==> src/rtl/imm_ext_pkg.sv <==
// Shared constants for the immediate extender stage: mode codes and occupancy states.
package imm_ext_pkg;

  localparam logic [1:0] MODE_SIGN   = 2'd0;
  localparam logic [1:0] MODE_ZERO   = 2'd1;
  localparam logic [1:0] MODE_UPPER  = 2'd2;
  localparam logic [1:0] MODE_BRANCH = 2'd3;

  localparam logic [1:0] ST_EMPTY = 2'd0;
  localparam logic [1:0] ST_ONE   = 2'd1;
  localparam logic [1:0] ST_TWO   = 2'd2;

endpackage

==> src/rtl/imm_ext_core.sv <==
// Combinational immediate widener: sign, zero, upper-placed or scaled branch offset.
module imm_ext_core
  import imm_ext_pkg::*;
#(
  parameter int IN_W     = 17,
  parameter int OUT_W    = 32,
  parameter int BR_SHIFT = 2
) (
  input  logic [IN_W-1:0]  imm,
  input  logic [1:0]       mode,
  output logic [OUT_W-1:0] ext
);

  logic [OUT_W-1:0] sign_ext;
  logic [OUT_W-1:0] zero_ext;
  logic [OUT_W-1:0] upper_ext;
  logic [OUT_W-1:0] branch_ext;

  assign sign_ext   = {{(OUT_W-IN_W){imm[IN_W-1]}}, imm};
  assign zero_ext   = {{(OUT_W-IN_W){1'b0}}, imm};
  assign upper_ext  = {imm, {(OUT_W-IN_W){1'b0}}};
  // BR_SHIFT <= OUT_W-IN_W, so the shifted-out bits are all sign copies
  assign branch_ext = sign_ext << BR_SHIFT;

  always_comb begin
    ext = sign_ext;
    case (mode)
      MODE_SIGN:   ext = sign_ext;
      MODE_ZERO:   ext = zero_ext;
      MODE_UPPER:  ext = upper_ext;
      MODE_BRANCH: ext = branch_ext;
      default:     ext = sign_ext;
    endcase
  end

endmodule

==> src/rtl/imm_ext_stage.sv <==
// Registered immediate extender with a 2-entry skid so in_ready comes straight from a flop.
//   state    | meaning
//   ST_EMPTY | nothing held, out_valid=0, in_ready=1
//   ST_ONE   | output register full, skid empty, in_ready=1
//   ST_TWO   | output register and skid full, in_ready=0
module imm_ext_stage
  import imm_ext_pkg::*;
#(
  parameter int IN_W     = 17,
  parameter int OUT_W    = 32,
  parameter int BR_SHIFT = 2,
  parameter int TAG_W    = 5
) (
  input  logic              clock,
  input  logic              reset,
  input  logic              flush,
  input  logic              in_valid,
  output logic              in_ready,
  input  logic [IN_W-1:0]   in_imm,
  input  logic [1:0]        in_mode,
  input  logic [TAG_W-1:0]  in_tag,
  output logic              out_valid,
  input  logic              out_ready,
  output logic [OUT_W-1:0]  out_imm,
  output logic [TAG_W-1:0]  out_tag,
  output logic [1:0]        out_mode
);

  logic [1:0]       state;
  logic [1:0]       state_nxt;
  logic [OUT_W-1:0] ext_imm;
  logic [OUT_W-1:0] skid_imm;
  logic [TAG_W-1:0] skid_tag;
  logic [1:0]       skid_mode;
  logic             accept;
  logic             drain;

  imm_ext_core #(
    .IN_W    (IN_W),
    .OUT_W   (OUT_W),
    .BR_SHIFT(BR_SHIFT)
  ) u_core (
    .imm (in_imm),
    .mode(in_mode),
    .ext (ext_imm)
  );

  // an entry offered during flush is dropped even while in_ready=1
  assign accept = in_valid & in_ready & ~flush;
  assign drain  = out_valid & out_ready;

  always_comb begin
    state_nxt = state;
    if (flush) begin
      state_nxt = ST_EMPTY;
    end else begin
      case (state)
        ST_EMPTY: if (accept) state_nxt = ST_ONE;
        ST_ONE: begin
          if (accept && !drain)      state_nxt = ST_TWO;
          else if (!accept && drain) state_nxt = ST_EMPTY;
        end
        ST_TWO:   if (drain) state_nxt = ST_ONE;
        default:  state_nxt = ST_EMPTY;
      endcase
    end
  end

  always_ff @(posedge clock) begin
    if (!reset) begin
      state     <= ST_EMPTY;
      in_ready  <= 1'b1;
      out_valid <= 1'b0;
      out_imm   <= '0;
      out_tag   <= '0;
      out_mode  <= '0;
      skid_imm  <= '0;
      skid_tag  <= '0;
      skid_mode <= '0;
    end else begin
      state     <= state_nxt;
      in_ready  <= (state_nxt != ST_TWO);
      out_valid <= (state_nxt != ST_EMPTY);
      case (state)
        ST_EMPTY: begin
          if (accept) begin
            out_imm  <= ext_imm;
            out_tag  <= in_tag;
            out_mode <= in_mode;
          end
        end
        ST_ONE: begin
          if (accept && drain) begin
            out_imm  <= ext_imm;
            out_tag  <= in_tag;
            out_mode <= in_mode;
          end else if (accept) begin
            skid_imm  <= ext_imm;
            skid_tag  <= in_tag;
            skid_mode <= in_mode;
          end
        end
        ST_TWO: begin
          if (drain) begin
            out_imm  <= skid_imm;
            out_tag  <= skid_tag;
            out_mode <= skid_mode;
          end
        end
        default: ;
      endcase
    end
  end

endmodule

==> config.mk <==
export PLATFORM = sky130hd
export DESIGN_NAME = imm_ext_stage
export DESIGN_NICKNAME = d
export VERILOG_FILES = /design/src/rtl/imm_ext_pkg.sv /design/src/rtl/imm_ext_core.sv /design/src/rtl/imm_ext_stage.sv
export SDC_FILE = /design/constraint.sdc
export NUM_CORES = 1
export LEC_CHECK = 0
export ABC_AREA = 1
export BUFFER_PORTS_ARGS = -buffer_cell sky130_fd_sc_hd__buf_2
export CAP_MARGIN = 20
export CELL_PAD_IN_SITES_DETAIL_PLACEMENT = 1
export CELL_PAD_IN_SITES_GLOBAL_PLACEMENT = 1
export CORE_MARGIN = 2
export CORE_UTILIZATION = 42
export CTS_CLUSTER_SIZE = 14
export DETAILED_ROUTE_END_ITERATION = 10
export GPL_TIMING_DRIVEN = 0
export PLACE_DENSITY = 0.87
export SLEW_MARGIN = 0
export SYNTH_ARGS = -nofsm -noshare
export SYNTH_HDL_FRONTEND = slang
export SYNTH_HIERARCHICAL = 1
export SYNTH_SLANG_ARGS = --single-unit
==> constraint.sdc <==
create_clock -name clock -period 3.2 [get_ports clock]
set_input_delay 0 -clock clock [delete_from_list [all_inputs] [get_ports clock]]
set_output_delay 0 -clock clock [all_outputs]
set_load 0.01 [all_outputs]
# Word-level counts from Yosys, hierarchy flattened

Index checks and enable logic that the tools add are counted.

Register bits after elaboration: 82
Bits of input ports: 29
Output and inout port bits: 41
Word-level logic and storage cells: 53

Equality and inequality tests: 9
Multiplexer cells: 19
Bitwise operators: 5
Reductions and logical operators: 11

Operator list:

| cell                                                                  | count |
|---|---|
| 32-bit case mux with 4 select lines                                   | 1 |
| 32-bit 2-to-1 mux                                                     | 3 |
| 32-bit case mux with 3 select lines                                   | 1 |
| 2-bit 2-to-1 mux                                                      | 8 |
| 5-bit 2-to-1 mux                                                      | 3 |
| 5-bit case mux with 3 select lines                                    | 1 |
| 2-bit case mux with 3 select lines                                    | 2 |
| 2-bit inequality test, second input constant                          | 4 |
| 2-bit equality test, second input constant                            | 3 |
| 2-bit by 1-bit equality test with 1-bit output, second input constant | 2 |
| 2-bit logical NOT                                                     | 2 |
| 4-bit AND reduction                                                   | 1 |
| 1-bit AND                                                             | 3 |
| 1-bit logical AND                                                     | 3 |
| 3-bit AND reduction                                                   | 1 |
| 3-bit nonzero test                                                    | 1 |
| 1-bit logical NOT                                                     | 2 |
| 1-bit inverter                                                        | 2 |
| 2-bit nonzero test                                                    | 1 |

# Logic depth before layout (Yosys ltp)

Depth after elaboration: 9
Gate-level depth with buffers: 10
Depth with buffers taken out: 7

# By module

Netlist, hierarchy kept.

By module, submodules not included:

| module        | times used | cells an instance | area each (sq um) |
|---|---|---|---|
| imm_ext_stage | 1          | 575               | 3669.8 |
| imm_ext_core  | 1          | 92                | 435.4 |

# Least setup slack after synthesis

Ideal clock, no wire load.

Path kind: register to register
Start: register in_ready
End: register out_imm[19]
Arrival time: 1106 ps
Required time: 3087 ps
Path slack: 1982 ps
Stages on the path, launching flop included: 8
Period minus slack after synthesis: 1218 ps
Cell sequence: dfxtp_1 -> nand3_1 -> nand2_1 -> nand3_2 -> buf_2 -> buf_4 -> nor2_1 -> nor2_1

Word-level cells in the longest chain between the ends: 5

Ends and longest elaborated chain:

| what                            | RTL line             | text |
|---|---|---|
| from (decl)                     | imm_ext_stage.sv:18  | `output logic in_ready,` |
| from (signal assigned)          | imm_ext_stage.sv:82  | `in_ready <= (state_nxt != ST_TWO);` |
| 1-bit AND * (2 in a row)        | imm_ext_stage.sv:49  | `assign accept = in_valid & in_ready & ~flush;` |
| 1-bit logical AND               | imm_ext_stage.sv:93  | `if (accept && drain) begin` |
| 2-bit inequality test (no line) | -                    |  |
| 4-bit AND reduction (no line) * | -                    |  |
| to (signal assigned)            | imm_ext_stage.sv:87  | `out_imm <= ext_imm;` |
| to (signal assigned)            | imm_ext_stage.sv:94  | `out_imm <= ext_imm;` |
| to (signal assigned)            | imm_ext_stage.sv:105 | `out_imm <= skid_imm;` |
| to (decl)                       | imm_ext_stage.sv:24  | `output logic [OUT_W-1:0] out_imm,` |

Mark *: on every way between the ends. The rest lies on a longest branch, timed or not.
A chain may end at the register's enable or synchronous reset.

# Worst setup path after layout

Start: register state[1]
End: register out_imm[21]

Word-level cells in the longest chain between the ends: 3

Ends and longest elaborated chain:

| what                                                                   | RTL line            | text |
|---|---|---|
| from (decl)                                                            | imm_ext_stage.sv:29 | `logic [1:0] state;` |
| from (signal assigned)                                                 | imm_ext_stage.sv:81 | `state <= state_nxt;` |
| 2-bit by 1-bit equality test with 1-bit output (tied with other cells) | imm_ext_stage.sv:84 | `case (state)` |
| 2-bit inequality test (no line) or 3-bit nonzero test (tied branches)  | -                   |  |
| 4-bit AND reduction (no line)                                          | -                   |  |

Several ways; a longest one is shown, not always the timed one.

==> metrics.md <==
| Metric | Value |
|---|---|
| Status | `finished, final reports clean` |
| Leak | `2.59 nW` |
| Hold/Removal Path Class | `input port to register` |
| CP Cell Sequence | `buf_6 -> o21ai_2 -> nand3_2 -> buf_2 -> buf_4 -> nor2_1 -> nor2_1` |
| Final setup fails | `0` |
| Largest area contributor in the netlist | `dfxtp_1` |
| R2r worst-path depth | `7` |
| Hold depth | `4` |
| Vias in the first global route | `between 4000 and 5000` |
| Worst reg2reg startpoint | `state[1]$_SDFF_PN0_` |
| DR pass1 iterations | `4` |
| CP top delay family | `buffers and inverters` |
| Switching Share | `between 20% and 30%` |
| Bufs and invs on worst path | `3` |
| FF/Latch Area | `1640 um2` |
| Reg power frac | `just under 50%` |
| I/O pin count | `70` |
| Largest net degree at the start of global routing | `14` |
| Final wirelength | `12.7 mm` |
| Crit end category | `register` |
| Critical Path Slowest Stage Cell | `dfxtp_1` |
| WL per Instance | `about 14 um` |
| Maximum clock insertion buffer count | `2` |
| Unrepaired setup endpoints after global routing | `no` |
| H-tree depth | `3` |
| Yosys cell types | `17` |
| Max-Cap Viols | `0` |
| Final TNS setup | `0 ns` |
| Die footprint | `approximately 11000 um2` |
| Most used cell, CP | `nor2_1` |
| Worst-Margin Slew | `between 0.4 and 0.5 ns` |
| Post-synth ARST share | `0%` |
| Seq/Total Area, Yosys | `about two fifths` |
| Synth Area in XOR/XNOR | `0%` |
| CTS Buf Count | `9` |
| Post-synth top cells | `nand2_1, nor2_1, nand3_1, dfxtp_1, inv_1` |
| RD Place Congestion | `0.887` |
| Compound-Gate Fraction of Synth Area | `under 10%` |
| Mapped cell area | `4110 um2` |
| Most numerous cell in the Yosys netlist | `nand2_1` |
| Initial core utilization | `between 40% and 50%` |
| Multi-input combinational cell area | `~2000 um2` |
| CTS tree | `done` |
| Worst reg2reg endpoint | `out_imm[21]$_SDFFE_PN0P_` |
| First-pass GRT wire length | `between 20 and 25 mm` |
| Vias | `4435` |
| Core area | `approximately 9600 um2` |
| Main combinational cell family by area after synthesis | `simple AND/OR/NAND/NOR gates` |
| Largest cells by area after synthesis | `dfxtp_1, nand2_1, nor2_1, nand3_1, o21ai_0` |
| Comb power frac | `16.5%` |
| Tcrit/Tclk final | `between 40% and 50%` |
| Root Driver | `clkbuf_8` |
| Die span in x | `just over 100 um` |
| Max rail drop VDD | `216 uV` |
| Crit start category | `register` |
| Rel. slew slack | `66.9%` |
| Pwr/cell area | `~460 nW/um2` |
| Nets | `782` |
| Final Hold Fails | `0` |
| Final antenna diode count | `0` |
| TritonCTS sink count | `82` |
| Internal | `~0.0016 W` |
| Crit path DAT | `1.78 ns` |
| Final core utilization | `between 50% and 60%` |
| Crit Path Class | `register to register` |
| Mux contribution to synthesized area | `0%` |
| GRT overflow | `0` |
| Post-Synth Simple-Gate Area | `42.8%` |
| Area grow syn2layout | `19.0%` |
| GRT Resource Usage Total | `between 20 and 30%` |
| Filler Cell Count | `approximately 1400` |
| Reg2reg setup slack | `roughly 1.7 ns` |
| Clk network pwr share | `between 30% and 40%` |
| Share of layout cells above drive strength 1 | `16.2%` |
| Synth Net Count | `between 600 and 700` |
| Crit path time final | `between 1.5 and 2 ns` |
| Achievable Freq | `661 MHz` |
| Die Ht | `103 um` |
| Final Hold Slack | `slightly below 0.06 ns` |
| Synth Instances | `approximately 670` |
| DRT antenna net count | `0` |
| Starting DRT DRC Count | `between 100 and 150` |
| Synth warnings | `6` |
| # port buffers | `slightly below 70` |
| Setup Skew | `approximately 0.012 ns` |
| Slew Viols, Final | `0` |
| Vias/cell | `between 4 and 5` |
| Final HPWL DP | `around 9.2 mm` |
| Switching power | `around 0.00065 W` |
| Yosys top cell area share | `roughly 40%` |
| Crit-path max FO | `10` |
| CP peak stage delay | `a little over 0.3 ns` |
| Clk Latency, worst-skew pair | `between 0.3 and 0.4 ns` |
| Antenna violations before repair | `0` |
| Hold path endpoint | `in_ready$_SDFF_PN1_` |
| Post-synth EDFFs | `0` |
| Synth Area in Adders | `0%` |
| Average size of a mapped cell | `6.15 um2` |
| Residual DRC count | `0` |
| Worst EP required | `between 3 and 4 ns` |
| Yosys reg bits | `~80` |
| Register clock-pin slew on the reported worst setup and hold paths | `roughly 0.08 ns` |
| Row count | `36` |
| Main synth FF type | `dfxtp_1` |
| Hold_sp | `reset` |
## how the worst max path moves through the flow
stage / endpoint / cells after the start / start
5_1_grt: skid_imm[13]$_SDFFE_PN0P_ / 8 / state[1]$_SDFF_PN0_
3_5_place_dp: out_imm[21]$_SDFFE_PN0P_ / 7 / state[1]$_SDFF_PN0_
6_report: out_imm[21]$_SDFFE_PN0P_ / 7 / state[1]$_SDFF_PN0_
4_1_cts: out_imm[21]$_SDFFE_PN0P_ / 7 / state[1]$_SDFF_PN0_
2_1_floorplan: out_imm[19]$_SDFFE_PN0P_ / 7 / in_ready$_SDFF_PN1_
3_3_place_gp: out_imm[21]$_SDFFE_PN0P_ / 7 / state[1]$_SDFF_PN0_
## per-stage QoR
stage / instances / power (W) / worst slack [ns] / cell area, um2
after CTS: 891 / 0.00227 / 1.67 / 4890
after detailed placement: 868 / 0.00147 / 1.69 / 4610
after global routing: 891 / 0.00237 / 1.58 / 4890
final: 891 / 0.00225 / 1.69 / 4890
after global placement: 868 / 0.00145 / 1.73 / 4610
after floorplan: 667 / 0.00134 / 1.98 / 4110
## final cells by class
| class | instances | area share, % |
|---|---|---|
| repair buffers | 75 | 8.40 |
| clock buffers | 11 | 3.10 |
| inverters | 55 | 4.25 |
| multi-input cells | 483 | 41.0 |
| well taps | 133 | 3.41 |
| plain buffers | 47 | 5.15 |
| flip-flops and latches | 82 | 33.6 |
| clock inverters | 5 | 1.08 |
## worst reg2reg max path: stages, from the launching register on
cell     delay, ns
dfxtp_1       0.31
buf_6         0.13
o21ai_2       0.13
nand3_2       0.20
buf_2         0.26
buf_4         0.19
nor2_1        0.13
nor2_1        0.06
## power groups by stage
stage               logic, W  registers (W)  clock network (W)
finish              0.000370        0.00109           0.000791
CTS                 0.000372        0.00109           0.000807
detailed placement  0.000359        0.00111                  0
global placement    0.000344        0.00111                  0
global route        0.000419        0.00109           0.000853
floorplan           0.000209        0.00113                  0
## cell usage in the layout, fill, tap and decap left out, drive strengths merged
cell type	count
dfxtp	82
nor2	161
buf	99
nand3	85
clkbuf	27
clkinv	4
inv	54
o21ai	49
nand2	188
dlygate4sd3	7
clkinvlp	1
bufinv	1
## sequential cells by signal (all words and copies together) (netlist names)
name / flops
out_imm: 32
skid_imm: 32
out_tag: 5
skid_tag: 5
out_mode: 2
skid_mode: 2
state: 2
in_ready: 1
out_valid: 1
## cells by family (layout without fill, tap and decap cells)
family / after synthesis / in the layout
compound gates: 49 / 49
buf+inv: 102 / 193
simple gates: 434 / 434
flops: 82 / 82
## routing by layer
metal,vias up,GRT usage [%],routed length (um)
met5,-,0,0
met3,17,2.85,428
met1,2109,30.6,5690
met4,0,10.5,256
li1,2223,-,-
met2,86,44.7,6320
## timing repair
action	in CTS	in global routing
hold buffers	7	0
hold endpoints to repair	14	0
setup buffers	0	0
resized for setup	0	0
No activity file was read; power rests on OpenSTA's default activity.
